### src/rtl/rv_pipe_pkg.sv
// Shared definitions for the RV32 pipeline sequencing logic: FSM state
// encodings, the hazard control bundle and NOP field values.
package rv_pipe_pkg;

    typedef enum logic [1:0] {
        RUN      = 2'd0,
        MEM_WAIT = 2'd1,
        HALT     = 2'd2
    } state_t;

    // One bit per pipeline register control.
    typedef struct packed {
        logic pc_hold;
        logic ifid_hold;
        logic ifid_flush;
        logic idex_hold;
        logic idex_bubble;
        logic exmem_hold;
    } pipe_ctrl_t;

    // NOP values loaded by a flush or bubble. The ID/EX register also uses
    // them as its reset values, so a bubble is indistinguishable from reset.
    localparam logic [31:0] NOP_INSTR   = 32'h0000_0013;
    localparam logic        NOP_REG_WEN = 1'b0;
    localparam logic        NOP_DM_REQ  = 1'b0;
    localparam logic        NOP_DM_WEN  = 1'b0;

    localparam pipe_ctrl_t CTRL_IDLE = '{
        pc_hold: 1'b0, ifid_hold: 1'b0, ifid_flush: 1'b0,
        idex_hold: 1'b0, idex_bubble: 1'b0, exmem_hold: 1'b0};

    // While in reset the front registers are forced to NOPs.
    localparam pipe_ctrl_t CTRL_RESET = '{
        pc_hold: 1'b0, ifid_hold: 1'b0, ifid_flush: 1'b1,
        idex_hold: 1'b0, idex_bubble: 1'b1, exmem_hold: 1'b0};

    // Freeze the whole pipeline up to and including EX/MEM.
    localparam pipe_ctrl_t CTRL_ALL_HOLD = '{
        pc_hold: 1'b1, ifid_hold: 1'b1, ifid_flush: 1'b0,
        idex_hold: 1'b1, idex_bubble: 1'b0, exmem_hold: 1'b1};

    // Discard the wrong-path instructions in IF/ID and ID.
    localparam pipe_ctrl_t CTRL_REDIRECT = '{
        pc_hold: 1'b0, ifid_hold: 1'b0, ifid_flush: 1'b1,
        idex_hold: 1'b0, idex_bubble: 1'b1, exmem_hold: 1'b0};

    // Keep the consumer in ID and send a bubble behind the load.
    localparam pipe_ctrl_t CTRL_LOAD_USE = '{
        pc_hold: 1'b1, ifid_hold: 1'b1, ifid_flush: 1'b0,
        idex_hold: 1'b0, idex_bubble: 1'b1, exmem_hold: 1'b0};

    // Frozen after a watchdog timeout; ID/EX also presents a NOP.
    localparam pipe_ctrl_t CTRL_HALT = '{
        pc_hold: 1'b1, ifid_hold: 1'b1, ifid_flush: 1'b0,
        idex_hold: 1'b1, idex_bubble: 1'b1, exmem_hold: 1'b1};

endpackage

### src/rtl/pipe_hazard_detect.sv
// Load-use hazard comparator: flags an ID instruction that reads the
// destination of a load currently in EX. x0 is never a real dependency.
module pipe_hazard_detect
    import rv_pipe_pkg::*;
(
    input  logic [4:0] id_rs1_addr,
    input  logic [4:0] id_rs2_addr,
    input  logic       id_rs1_used,
    input  logic       id_rs2_used,
    input  logic [4:0] ex_rd_addr,
    input  logic       ex_load,
    output logic       load_use
);

    logic rs1_match;
    logic rs2_match;

    assign rs1_match = id_rs1_used && (id_rs1_addr == ex_rd_addr);
    assign rs2_match = id_rs2_used && (id_rs2_addr == ex_rd_addr);
    assign load_use  = ex_load && (ex_rd_addr != 5'd0) && (rs1_match || rs2_match);

endmodule

### src/rtl/pipe_hazard_ctrl.sv
// Pipeline sequencing controller: turns load-use hazards, EX redirects and
// data-memory waits into hold/flush/bubble controls, with a memory-wait
// watchdog and a saturating stall counter.
module pipe_hazard_ctrl
    import rv_pipe_pkg::*;
#(
    parameter int CNT_W       = 16,
    parameter int MEM_TIMEOUT = 64,
    parameter int TO_W        = 8
) (
    input  logic             clk,
    input  logic             rst_n,
    input  logic [4:0]       id_rs1_addr_i,
    input  logic [4:0]       id_rs2_addr_i,
    input  logic             id_rs1_used_i,
    input  logic             id_rs2_used_i,
    input  logic [4:0]       ex_rd_addr_i,
    input  logic             ex_load_i,
    input  logic             ex_redirect_i,
    input  logic             mem_req_i,
    input  logic             mem_ready_i,
    output logic             pc_hold_o,
    output logic             ifid_hold_o,
    output logic             ifid_flush_o,
    output logic             idex_hold_o,
    output logic             idex_bubble_o,
    output logic             exmem_hold_o,
    output logic             err_o,
    output logic [1:0]       state_o,
    output logic [CNT_W-1:0] stall_cnt_o
);

    state_t           state;
    logic [TO_W-1:0]  wait_cnt;
    logic [CNT_W-1:0] stall_cnt;
    logic             err;
    logic             load_use;
    logic             mem_stall;
    pipe_ctrl_t       ctrl;

    pipe_hazard_detect u_detect (
        .id_rs1_addr (id_rs1_addr_i),
        .id_rs2_addr (id_rs2_addr_i),
        .id_rs1_used (id_rs1_used_i),
        .id_rs2_used (id_rs2_used_i),
        .ex_rd_addr  (ex_rd_addr_i),
        .ex_load     (ex_load_i),
        .load_use    (load_use)
    );

    // In RUN a new access stalls only if the memory is not ready at once;
    // once waiting, only the ready strobe matters.
    assign mem_stall = (state == MEM_WAIT) ? !mem_ready_i
                                           : (mem_req_i && !mem_ready_i);

    // Select this cycle's controls; reset forces NOPs in asynchronously.
    always_comb begin
        ctrl = CTRL_IDLE;
        if (!rst_n) begin
            ctrl = CTRL_RESET;
        end else begin
            case (state)
                RUN, MEM_WAIT: begin
                    if (mem_stall)          ctrl = CTRL_ALL_HOLD;
                    else if (ex_redirect_i) ctrl = CTRL_REDIRECT;
                    else if (load_use)      ctrl = CTRL_LOAD_USE;
                    else                    ctrl = CTRL_IDLE;
                end
                HALT:    ctrl = CTRL_HALT;
                default: ctrl = CTRL_IDLE;
            endcase
        end
    end

    // Sequencing state, watchdog, sticky error and stall statistics.
    always_ff @(posedge clk or negedge rst_n) begin
        if (!rst_n) begin
            state     <= RUN;
            wait_cnt  <= '0;
            err       <= 1'b0;
            stall_cnt <= '0;
        end else begin
            if (ctrl.pc_hold && (state != HALT) && (stall_cnt != '1)) begin
                stall_cnt <= stall_cnt + CNT_W'(1);
            end
            case (state)
                RUN: begin
                    if (mem_stall) begin
                        state    <= MEM_WAIT;
                        wait_cnt <= TO_W'(1);
                    end
                end
                MEM_WAIT: begin
                    if (mem_ready_i) begin
                        state    <= RUN;
                        wait_cnt <= '0;
                    end else begin
                        wait_cnt <= wait_cnt + TO_W'(1);
                        if ((MEM_TIMEOUT != 0) && (wait_cnt == TO_W'(MEM_TIMEOUT))) begin
                            state <= HALT;
                            err   <= 1'b1;
                        end
                    end
                end
                HALT: begin
                    state <= HALT;
                end
                default: begin
                    state    <= RUN;
                    wait_cnt <= '0;
                end
            endcase
        end
    end

    assign pc_hold_o     = ctrl.pc_hold;
    assign ifid_hold_o   = ctrl.ifid_hold;
    assign ifid_flush_o  = ctrl.ifid_flush;
    assign idex_hold_o   = ctrl.idex_hold;
    assign idex_bubble_o = ctrl.idex_bubble;
    assign exmem_hold_o  = ctrl.exmem_hold;
    assign err_o         = err;
    assign state_o       = state;
    assign stall_cnt_o   = stall_cnt;

endmodule

### config.mk
export PLATFORM = sky130hd
export DESIGN_NAME = pipe_hazard_ctrl
export DESIGN_NICKNAME = d
export VERILOG_FILES = /design/src/rtl/rv_pipe_pkg.sv /design/src/rtl/pipe_hazard_detect.sv /design/src/rtl/pipe_hazard_ctrl.sv
export SDC_FILE = /design/constraint.sdc
export NUM_CORES = 1
export LEC_CHECK = 0
export CAP_MARGIN = 25
export CORE_MARGIN = 3
export CORE_UTILIZATION = 46
export CTS_CLUSTER_DIAMETER = 150
export DETAILED_ROUTE_END_ITERATION = 10
export HOLD_SLACK_MARGIN = 0.1
export PLACE_DENSITY = 0.87
export SKIP_LAST_GASP = 1
export SYNTH_ARGS = -nofsm -noshare
export SYNTH_HDL_FRONTEND = slang
export SYNTH_SLANG_ARGS = --single-unit
### constraint.sdc
create_clock -name clk -period 2.6 [get_ports clk]
set_input_delay 0.65 -clock clk [delete_from_list [all_inputs] [get_ports clk]]
set_output_delay 0.65 -clock clk [all_outputs]
set_load 0.005 [all_outputs]
# [Word-level counts from Yosys, hierarchy flattened]
# Cells that the tools add are included.
[op_classes] n_reduce_logical=15 mul=0 magnitude_cmp=0 div=0 shift=0 muxes=13 eq_ne=9 n_bitwise=2 add_sub_neg=2
[op_table] op="$mux 6" count=4
[op_table] op="$pmux 8 s3" count=1
[op_table] op="$add 16x1->16 const B" count=1
[op_table] op="$mux 8" count=2
[op_table] op="$ne 16x16->1 const B" count=1
[op_table] op="$pmux 6 s2" count=1
[op_table] op="$eq 5x5->1" count=2
[op_table] op="$add 8x1->8 const B" count=1
[op_table] op="$eq 8x7->1 const B" count=1
[op_table] op="$logic_and 1x1->1" count=7
[op_table] op="$mux 2" count=3
[op_table] op="$pmux 2 s3" count=1
[op_table] op="$reduce_bool 5->1" count=1
[op_table] op="$ne 2x2->1 const B" count=2
[op_table] op="$reduce_and 2->1" count=2
[op_table] op="$ne 3x2->1 const B" count=1
[op_table] op="$reduce_and 3->1" count=1
[op_table] op="$eq 2x1->1 const B" count=1
[op_table] op="$eq 2x2->1 const B" count=1
[op_table] op="$logic_not 2->1" count=1
[op_table] op="$not 1->1" count=2
[op_table] op="$reduce_or 2->1" count=1
[op_table] op="$logic_not 1->1" count=1
[op_table] op="$logic_or 1x1->1" count=1
[op_table] op="$mux 1" count=1
[word_totals] mem_bits_rw=0 reg_bits=27 wordCells=45 input_bits=23 latch_bits=0 out_inout_bits=25 mem_count=0 mem_bits_ro=0

# [Longest topological paths before layout]
[depth] word_depth=11 mapped_depth=8 depth_no_buf=7

# [Modules after synthesis]
# From an unflattened synthesis, not the netlist that was laid out.
[hier_totals] hier_cells=152 area_unflattened_um2=1539.0
[by_module_without_submodules] module="pipe_hazard_ctrl" area_per_inst_um2=1405.1 cells_per_inst=135 seq_area_each_um2=675.6 n_inst=1
[by_module_without_submodules] module="pipe_hazard_detect" area_per_inst_um2=133.9 cells_per_inst=17 seq_area_each_um2=0.0 n_inst=1

# [Least setup slack after synthesis]
# OpenSTA, ideal clock, no wires.
[synth_timing] path_type="in2out" start="in ex_rd_addr_i[1]" end="out pc_hold_o" arrival_time_ps=1746 required_ps=1950 setup_slack_ps=204 n_path_buf=1 path_stages=6 path_cell_list="or4_1 > o21a_1 > nand2_1 > o21ai_0 > nor2b_1 > buf_4"
[synth_between] elab_chain_len=9 word_cells_on_any_way=13 cone_classes="eq/ne (2); mux (5); reduce/logical (6)"
[synth_rtl] element="start, declared" line="pipe_hazard_ctrl.sv:17" source="input logic [4:0] ex_rd_addr_i,"
[synth_rtl] element="$eq 5x5->1 (on tied branches)" line="pipe_hazard_detect.sv:18, pipe_hazard_detect.sv:19"
[synth_rtl] element="$logic_and 1x1->1 (on tied branches)" line="pipe_hazard_detect.sv:18, pipe_hazard_detect.sv:19"
[synth_rtl] element="$logic_or 1x1->1" line="pipe_hazard_detect.sv:20" source="assign load_use = ex_load && (ex_rd_addr != 5'd0) && (rs1_match || rs2_match);"
[synth_rtl] element="$logic_and 1x1->1 (*)" line="pipe_hazard_detect.sv:20"
[synth_rtl] element="$mux 6 (*)" line="pipe_hazard_ctrl.sv:66" source="else if (load_use) ctrl = CTRL_LOAD_USE;"
[synth_rtl] element="$mux 6 (*)" line="pipe_hazard_ctrl.sv:65" source="else if (ex_redirect_i) ctrl = CTRL_REDIRECT;"
[synth_rtl] element="$mux 6 (*)" line="pipe_hazard_ctrl.sv:64" source="if (mem_stall) ctrl = CTRL_ALL_HOLD;"
[synth_rtl] element="$pmux 6 s2 (*)" line="pipe_hazard_ctrl.sv:62" source="case (state)"
[synth_rtl] element="$mux 6 (*)" line="pipe_hazard_ctrl.sv:59" source="if (!rst_n) begin"
[synth_rtl] element="end, declared" line="pipe_hazard_ctrl.sv:22" source="output logic pc_hold_o,"
# Every way passes the cells marked *; elsewhere a longest branch is shown, timed or not.

# [Final worst setup path]
[layout_timing] start="in ex_rd_addr_i[4]" end="out idex_bubble_o"
[layout_between] elab_chain_len=9 word_cells_on_any_way=13 cone_classes="eq/ne (2); mux (5); reduce/logical (6)"
[layout_rtl] element="$eq 5x5->1 (on tied branches)" line="pipe_hazard_detect.sv:18, pipe_hazard_detect.sv:19"
[layout_rtl] element="$logic_and 1x1->1 (on tied branches)" line="pipe_hazard_detect.sv:18, pipe_hazard_detect.sv:19"
[layout_rtl] element="$logic_or 1x1->1" line="pipe_hazard_detect.sv:20"
[layout_rtl] element="$logic_and 1x1->1 (*)" line="pipe_hazard_detect.sv:20"
[layout_rtl] element="$mux 6 (*)" line="pipe_hazard_ctrl.sv:66"
[layout_rtl] element="$mux 6 (*)" line="pipe_hazard_ctrl.sv:65"
[layout_rtl] element="$mux 6 (*)" line="pipe_hazard_ctrl.sv:64"
[layout_rtl] element="$pmux 6 s2 (*)" line="pipe_hazard_ctrl.sv:62"
[layout_rtl] element="$mux 6 (*)" line="pipe_hazard_ctrl.sv:59"
[layout_rtl] element="end, declared" line="pipe_hazard_ctrl.sv:26" source="output logic idex_bubble_o,"
# Marks and branches as above.

==> qor.yml <==
worst_setup_path:
  startpoint_type: "primary input"
  required_ns: 1.95
  end_kind: "output port"
  path_class: "in -> out"
  ff2ff_path_depth: 6
  crit_fanout: 3
  worstPathArrival_ns: 1.91
power_and_ir_drop:
  p_sw_frac: 0.292
  leakage_nw: 0.984
  seqPwrFrac: 0.529
  ir_drop_mv: 0.347
  power_density_nw_per_um2: 445
  p_switching_w: 0.000283
  clkPwrFrac: 0.187
  comb_power_share: 0.284
  intPower_w: 0.000686
logic_synthesis:
  async_reset_ff_frac: 1.00
  synth_area_um2: 1550
  synth_top_flop_cell: "dfrtp_1"
  synth-edff-count: 0
  ys_ff_latch: 27
  synthCells: 161
  yosysSeqAreaShare: 0.435
  syn_area_per_cell_um2: 9.65
  yosysWarningCount: 0
  synth_nets: 187
  ys_types: 41
global_routing:
  grtUsageTotal: 0.191
  grt_pass1_vias: 1398
  grt.overflow.total: 0
  grt_pass1_wl_um: 6380
  antenna_found_initial: 0
  grt_max_degree: 16
drt:
  final_antenna_net_count: 0
  num_vias: 1403
  drt-initial-drc-count: 32
  wl_um: 3640
  dr.max_layer_used: "met4"
  wl_met3_um: 208
  drcViolationCount: 0
  m1WireLength_um: 1650
  dr.pass1.iters: 4
  post_drt_wl_per_cell_um: 13.7
  vias_per_cell: 5.29
  met2_length_um: 1740
cells_and_area:
  layout.nets: 248
  final_common_cell: "dfrtp_1"
  syn_to_final_growth_pct: 40.2
  fin_cells: 265
  diodes: 0
  drive_gt1_frac: 0.190
  utilization: 0.696
  final_cell_mix: "27 x dfrtp_1, 26 x clkdlybuf4s50_1, 24 x xnor2_1"
placement:
  port_buffers: 47
  place.gp.congestion: 0.804
  dp_hpwl_um: 2790
  dp_cells: 259
die:
  die_area_um2: 4110
  core-area_um2: 3130
  start_util: 0.497
  row_count: 20
  die_y_um: 64.1
  fp.dieW_um: 64.1
  io_pins: 48
sta:
  setup_violations: 0
  hold_viol_final: 0
  fin_crit_ns: 2.56
  fmax_mhz: 391
  rsz0062_at_grt: "yes"
  worst_pin_slew_ns: 0.331
  finalCritPeriodShare: 0.984
  skew_ns: 0.00130
  slew_headroom: 0.774
  final-max-slew-violation-count: 0
clocking:
  cts_hold_buffers: 0
  cts_sinks: 27
  clk_latency_ns: 0.32
  cts_tree: "yes"
  cts.htree.levels: 1
  ctsLongestPathBuffers: 2
  numCtsBuffers: 3
  path_clk_slew_ns: 0.14
  cts_root_buffer: "clkbuf_4"
worst_hold_path:
  min_path_cells: 1
  min_path_type: "reg -> reg"
job:
  maxCapViolCount: 0
status:
  status: "complete, no violations"
## registers in the layout, summed over array words and instances (netlist names)
name	cells
wait_cnt	8
stall_cnt_o	16
err_o	1
state_o	2
## final timing paths
path	startpoint	to	slack (ns)
max	ex_rd_addr_i[4]	idex_bubble_o	0.04
min in group asynchronous	rst_n	state_o[0]	0.75
min reg2reg	err_o	err_o	0.48
max in group asynchronous	rst_n	stall_cnt_o[7]	1.66
min	err_o	err_o	0.48
max reg2reg	stall_cnt_o[0]	stall_cnt_o[1]	0.63
## area by class of cell
class | count | area, um2
tap | 44 | 55.1
timing repair buffer | 61 | 537
fill | 251 | 950
multi-input combinational | 125 | 870
inverter | 4 | 15.0
sequential | 27 | 676
clock buffer | 4 | 26.3
## synthesized netlist by cell type (2+ instances only)
cell | number | area, um2
ha_1 | 3 | 37.5
buf_4 | 2 | 15.0
nand2_1 | 22 | 82.6
xnor2_1 | 24 | 210
xor2_1 | 4 | 35.0
and3_1 | 5 | 31.3
nand3_1 | 10 | 50.1
inv_1 | 4 | 15.0
clkbuf_1 | 2 | 7.51
dfrtp_1 | 27 | 676
nand4_1 | 8 | 50.1
and3_2 | 3 | 22.5
a21oi_1 | 4 | 20.0
o21ai_0 | 9 | 45.0
nor2_1 | 8 | 30.0
## power by group through the flow
stage	clock [W]	combinational [W]	sequential, W
2_1_floorplan	0	0.000115	0.000514
3_3_place_gp	0	0.000271	0.000517
3_5_place_dp	0	0.000277	0.000520
4_1_cts	0.000185	0.000276	0.000513
5_1_grt	0.000199	0.000306	0.000521
6_report	0.000181	0.000275	0.000512
## layer usage
layer / global-route usage / vias up
met5: 0 / -
met4: 0.0554 / 0
met3: 0.0387 / 4
met2: 0.310 / 40
met1: 0.259 / 680
li1: - / 679
## cells by family (layout without fill, tap and decap cells)
kind of cell	Yosys count	after routing	synth area share
flip-flops	27	27	0.435
adder cells (fa/ha/maj)	3	3	0.0242
AO/OA/AOI/OAI	25	25	0.109
multiplexers	1	1	0.00725
AND/OR/NAND/NOR	68	68	0.236
XOR/XNOR	28	28	0.158
buffers and inverters	9	69	0.0314
## worst max-delay path, stage by stage
cell and delay (ns):
buf_4 0.13, or4_4 0.52, o21a_1 0.21, buf_6 0.12
nand3_2 0.06, o2111ai_2 0.08, buf_2 0.14
## through the flow
step / total power [W] / area (um2) / hold WS (ns) / TNS (ns) / setup slack [ns]
finish: 0.000969 / 2180 / 0.482 / 0 / 0.0410
global route: 0.00103 / 2180 / 0.505 / -0.0104 / -0.0104
CTS: 0.000973 / 2150 / 0.490 / 0 / 0.000668
detailed placement: 0.000797 / 2140 / 0.459 / -4.25 / -0.625
global placement: 0.000789 / 2140 / 0.452 / -3.45 / -0.587
floorplan: 0.000629 / 1550 / 0.354 / 0 / 0.204
## timing repair
item,in CTS,in global routing
setup buffers,3,0
pin swaps,17,9
endpoints found under the setup margin,6,5
cloned,0,0
gates resized for setup,43,10
No activity file was read; power rests on OpenSTA's default activity.
